File: config.mk
export PLATFORM = sky130hd
export DESIGN_NAME = merge21
export DESIGN_NICKNAME = d
export VERILOG_FILES = /design/src/rtl/merge21.sv
export SDC_FILE = /design/constraint.sdc
export NUM_CORES = 1
export LEC_CHECK = 0
export ABC_AREA = 1
export CORE_MARGIN = 5
export CORE_UTILIZATION = 37
export CTS_CLUSTER_DIAMETER = 30
export DETAILED_ROUTE_END_ITERATION = 10
export PLACE_DENSITY = 0.78
export SKIP_LAST_GASP = 1
export SYNTH_ARGS = -nofsm -noshare
export SYNTH_HDL_FRONTEND = slang
export SYNTH_SLANG_ARGS = --single-unit
File: constraint.sdc
create_clock -name CLK -period 1.1 [get_ports CLK]
set_input_delay 0.22 -clock CLK [delete_from_list [all_inputs] [get_ports CLK]]
set_output_delay 0.22 -clock CLK [all_outputs]
set_load 0.03 [all_outputs]
File: src/rtl/merge21.sv
// Two-input to one-output round-robin merge. Each granted flit is held in a
// register, then sent on Out while the winning input index is sent on S.
module merge21 #(
   parameter int W         = 9,
   parameter bit INIT_PRIO = 1'b0
) (
   input  logic         CLK,
   input  logic         _RESET,
   input  logic [W-1:0] In0_data,
   input  logic         In0_valid,
   output logic         In0_ready,
   input  logic [W-1:0] In1_data,
   input  logic         In1_valid,
   output logic         In1_ready,
   output logic [W-1:0] Out_data,
   output logic         Out_valid,
   input  logic         Out_ready,
   output logic         S_data,
   output logic         S_valid,
   input  logic         S_ready
);

   // Handshake: a transfer happens on a channel at every rising CLK edge where
   // valid && ready. A source holds data stable while valid is high and the
   // transfer has not yet happened; ready never depends on a later edge.

   typedef enum logic {
      IDLE = 1'b0,
      SEND = 1'b1
   } state_t;

   state_t       state_q, state_d;
   logic         prio_q, prio_d;
   logic         sel_q, sel_d;
   logic         out_done_q, out_done_d;
   logic         s_done_q, s_done_d;
   logic [W-1:0] flit_q, flit_d;
   logic         grant;
   logic         any_valid;
   logic         out_fire;
   logic         s_fire;

   always_ff @(posedge CLK or negedge _RESET) begin
      if (!_RESET) begin
         state_q    <= IDLE;
         prio_q     <= INIT_PRIO;
         sel_q      <= 1'b0;
         out_done_q <= 1'b0;
         s_done_q   <= 1'b0;
         flit_q     <= '0;
      end else begin
         state_q    <= state_d;
         prio_q     <= prio_d;
         sel_q      <= sel_d;
         out_done_q <= out_done_d;
         s_done_q   <= s_done_d;
         flit_q     <= flit_d;
      end
   end

   always_comb begin
      state_d    = state_q;
      prio_d     = prio_q;
      sel_d      = sel_q;
      out_done_d = out_done_q;
      s_done_d   = s_done_q;
      flit_d     = flit_q;
      In0_ready  = 1'b0;
      In1_ready  = 1'b0;
      Out_valid  = 1'b0;
      S_valid    = 1'b0;
      out_fire   = 1'b0;
      s_fire     = 1'b0;
      any_valid  = In0_valid | In1_valid;
      // Contention goes to prio; otherwise the lone requester wins.
      grant      = (In0_valid && In1_valid) ? prio_q : In1_valid;

      case (state_q)
         IDLE: begin
            // Readies are gated by reset so nothing is accepted while held in reset.
            if (_RESET && any_valid) begin
               In0_ready  = ~grant;
               In1_ready  = grant;
               flit_d     = grant ? In1_data : In0_data;
               sel_d      = grant;
               prio_d     = ~grant;
               out_done_d = 1'b0;
               s_done_d   = 1'b0;
               state_d    = SEND;
            end
         end
         SEND: begin
            Out_valid  = ~out_done_q;
            S_valid    = ~s_done_q;
            out_fire   = Out_valid & Out_ready;
            s_fire     = S_valid & S_ready;
            out_done_d = out_done_q | out_fire;
            s_done_d   = s_done_q | s_fire;
            if (out_done_d && s_done_d) begin
               state_d = IDLE;
            end
         end
         default: begin
            state_d = IDLE;
         end
      endcase
   end

   assign Out_data = flit_q;
   assign S_data   = sel_q;

endmodule
==> metrics.cfg, run 1 <==
[drt]
drt_iter0_markers=11
ant_nets=0
drt-met1-wl_um=814
wirelength_um=2080
vias=766
avgViaCountPerCell=4.70
routedWlPerCell_um=12.8
top_layer_used=met4
drt_pass1_iterations=3
wl_met3_um=152
drc=0
wl_met2_um=1070

[cells_and_area]
mostFrequentLayoutCells=27 x nand3_1, 22 x buf_4, 20 x clkdlybuf4s50_1
drive_above_1_share=0.355
final_common_cell=nand3_1
nets=163
design_area_um2=1260
area_growth_pct=85.0
antenna_cells=0
instances_no_fill=163

[power]
netSwitchingFraction=0.425
leakage_nw=0.608
combPwrFrac=0.586
internal_power_mw=1.83
power_frac_clock=0.118
sequentialPowerShare=0.296
peakVddDrop_mv=1.84
p_sw_mw=1.36
p_per_area_nw_per_um2=2530
power_mw=3.19

[sta]
rsz0062_at_grt=true
holdWs_ps=54.7
setup-tns-final_ps=-1120
final-setup-viol-count=8
fin_crit_ps=1430
fin_crit_sh=1.30
maxSlewViolCount=0
max_freq_ghz=0.697
finalClockSkew_ps=1.02
setup_slack_ps=-334
relSlewSlack=0.830
finalHoldViolations=0
worstMarginPinSlew_ps=255

[synthesis]
yosysUniqueCellTypes=14
synth_top_area_share=0.514
ys_seq_area_frac=0.514
ys_top_cells_by_area=dfrtp_1 51%, nand3_1 20%, nand2_1 8.3%, nor2_1 6.6%, buf_6 3.3%
synth-seq-cells=14
synth_nets=106
syn_area_per_cell_um2=8.32
synth_area_leader_cell=dfrtp_1
ys_warn_count=0
netlist_area_um2=682
syn_inst=82

[worst_setup_path]
crit_type=reg2out
r2r_cells=9
startpoint_type=flip-flop
r2r-start=state_q
crit_required_ps=880
crit_arrival_ps=1210
crit_fanout=3
r2r-end=S_data
worst_setup_path_end_kind=primary output
r2r_setup_slack_ps=-100

[clock_tree]
htree_levels=1
cts.sinks=14
clkSlewWorstSetupHoldPaths_ps=90
numCtsBuffers=3
cts_tree=yes
clk_latency_ps=280
postCtsHoldBufs=0
cts_root_buffer=clkbuf_4
cts_max_path_buffers=2

[floorplan]
io_pins=38
num_rows=15
dieArea_um2=2800
core_area_um2=1750
start_util=0.391
die_x_um=52.9
fp.dieH_um=52.9

[global_routing]
grt_usage=0.172
first_global_vias=789
grt_max_degree=16
antenna_found_initial=0
overflow=0
grt_pass1_wl_um=3420

[placement]
dp_hpwl_um=1560
portBuffers=37
placedInstanceArea_um2=1120
place_congestion=0.743
placed_cells=154

[run]
maxCapViolations=0

[run_status]
outcome=finished, violations left
violations=negative setup slack

[worst_hold_path]
holdCritPathClass=in2async

-- power by group through the flow --
stage          logic (mW)  clock network [mW]  registers (mW)
2_1_floorplan       0.579                   0            1.25
3_5_place_dp         1.60                   0           0.916
5_1_grt              2.02               0.406           0.991
3_3_place_gp         1.57                   0           0.920
4_1_cts              1.74               0.381           0.930
6_report             1.87               0.376           0.944
-- layer usage --
layer	up-vias	global-route usage
li1	385	-
met1	349	0.190
met2	28	0.304
met3	4	0.0394
met4	0	0.0894
met5	-	0
-- repair_timing --
item | in CTS | in global routing
gates resized for setup | 14 | 9
pin swaps | 2 | 2
buffers inserted | 2 | 4
endpoints found under the setup margin | 14 | 19
-- sequential cells by signal, indices dropped and copies added (netlist names) --
register / flops
out_done_q: 1
s_done_q: 1
prio_q: 1
state_q: 1
Out_data: 9
S_data: 1
-- cells by family after synthesis --
group / Yosys count / synth area share
AO/OA/AOI/OAI: 5 / 0.0514
AND/OR/NAND/NOR: 56 / 0.372
buffers and inverters: 7 / 0.0624
flip-flops: 14 / 0.514
-- Yosys cell counts --
cell type / instances
nand3_1: 27
nand2_1: 15
dfrtp_1: 14
nor2_1: 12
inv_1: 3
buf_6: 2
o21ai_0: 2
a21boi_2: 1
a21oi_1: 1
buf_2: 1
inv_2: 1
nor2_2: 1
nor2_4: 1
o21ai_2: 1
-- layout make-up --
type / count / area (µm²)
clock buffer: 4 / 36.3
fill: 142 / 484
inverter: 4 / 15.0
multi-input combinational: 61 / 324
sequential: 14 / 350
tap: 25 / 31.3
timing repair buffer: 55 / 504
-- worst max path at each step --
stage	depth (start not counted)	from	end
6_report	6	state_q	In0_ready
5_1_grt	6	state_q	In0_ready
4_1_cts	4	state_q	In1_ready
3_5_place_dp	6	_RESET	In1_ready
3_3_place_gp	6	In1_valid	In0_ready
2_1_floorplan	3	state_q	In1_ready
-- critical path: stages, from the launching register on --
cell and delay, ps:
dfrtp_1 420, inv_2 80, nand2_2 60, nor2_4 110
nand2_2 70, inv_2 70, buf_6 120
-- stage by stage --
stage / worst slack (ps) / util
final: -334 / 0.723
after global placement: -381 / 0.642
after floorplan: -60.0 / -
after global routing: -404 / 0.723
after CTS: -306 / 0.691
after detailed placement: -406 / 0.642
Power figures use the tool's default switching activity.
==> inputs of run 2 (changes only) <==
Settings changed: CTS_BUF_LIST set to sky130_fd_sc_hd__clkbuf_8 sky130_fd_sc_hd__clkbuf_16.
==> metrics.cfg, run 2 (synthesis results as in run 1) <==
[run_status]
outcome=finished, violations left
violations=negative setup slack

[cells_and_area]
drive_above_1_share=0.350
fin_util=0.720
final_common_cell=nand3_1
antenna_cells=0
mostFrequentLayoutCells=27 x nand3_1, 25 x buf_4, 20 x clkdlybuf4s50_1
nets=162
largest_reg_flops=9
area_growth_pct=84.4
design_area_um2=1260
instances_no_fill=162

[drt]
drc=0
drt_iter0_markers=11
vias=771
avgViaCountPerCell=4.76
ant_nets=0
drt_pass1_iterations=3
routedWlPerCell_um=13.2
wirelength_um=2140

[worst_setup_path]
crit_fanout=3
startpoint_type=flip-flop
crit_required_ps=880
r2r-end=S_data
r2r_setup_slack_ps=-100
crit_type=reg2out
worst_setup_path_end_kind=primary output
crit_arrival_ps=1170
r2r_cells=9
r2r-start=state_q

[global_routing]
first_global_vias=805
antenna_found_initial=0
grt_pass1_wl_um=3500
grt_usage=0.175
grt_max_degree=16
overflow=0

[placement]
placed_cells=154
portBuffers=37
preCtsSetupSlack_ps=-406
placedInstanceArea_um2=1120
dp_hpwl_um=1560
place_congestion=0.743

[floorplan]
num_rows=15
core_area_um2=1750
fp.dieH_um=52.9
start_util=0.391
die_x_um=52.9
io_pins=38
dieArea_um2=2800

[clock_tree]
cts_root_buffer=clkbuf_8
cts_max_path_buffers=2
clk_latency_ps=240
postCtsHoldBufs=0
numCtsBuffers=3
cts.sinks=14
htree_levels=1
cts_tree=yes
clkSlewWorstSetupHoldPaths_ps=60

[worst_hold_path]
holdCritPathClass=in2async

[sta]
finalHoldViolations=0
setup_slack_ps=-287
relSlewSlack=0.844
fin_crit_sh=1.26
worstMarginPinSlew_ps=234
fin_crit_ps=1390
final-setup-viol-count=6
holdWs_ps=99.9
rsz0062_at_grt=true
setup-tns-final_ps=-944
maxSlewViolCount=0
finalClockSkew_ps=2.12
max_freq_ghz=0.721

[power]
p_per_area_nw_per_um2=2570
peakVddDrop_mv=1.73
leakage_nw=0.604
power_mw=3.23

[run]
maxCapViolations=0

-- run 2: layer usage --
layer,routed length [µm],vias to the layer above,global-route usage
li1,-,385,-
met1,848,354,0.192
met2,1120,28,0.318
met3,145,4,0.0479
met4,25,0,0.0638
met5,0,-,0
-- run 2: how the worst max path moves through the flow --
| stage | to | startpoint |
|---|---|---|
| 4_1_cts | In1_ready | state_q |
| 5_1_grt | In0_ready | state_q |
| 3_3_place_gp | In0_ready | In1_valid |
| 3_5_place_dp | In1_ready | _RESET |
| 6_report | In0_ready | state_q |
| 2_1_floorplan | In1_ready | state_q |
-- run 2: report_power, final --
group | internal (mW) | switching (mW)
Combinational | 0.784 | 1.01
Sequential | 0.765 | 0.172
Clock | 0.317 | 0.184
-- run 2: what timing repair did --
item | CTS | global route
gates resized for setup | 14 | 4
pin swaps | 2 | 3
setup endpoints to repair | 15 | 14
cloned | 0 | 1
buffers inserted | 2 | 2
-- run 2: cell type report --
| class | count | area [µm²] |
|---|---|---|
| Sequential cell | 14 | 350 |
| Fill cell | 139 | 488 |
| Tap cell | 25 | 31.3 |
| Multi-Input combinational cell | 62 | 335 |
| Inverter | 4 | 15.0 |
| Timing Repair Buffer | 53 | 470 |
| Clock buffer | 4 | 55.1 |
-- run 2: critical path, cell delays in order (launching register included) --
cell	delay [ps]
dfrtp_1	410
inv_2	80
nand2_2	60
nor2_4	110
nand2_2	70
inv_2	70
buf_6	120
==> inputs of run 3 (changes only) <==
Settings changed: CAP_MARGIN set to 20.
==> results of run 3 <==
Final layout, timing and power as in run 2 (identical DEF).
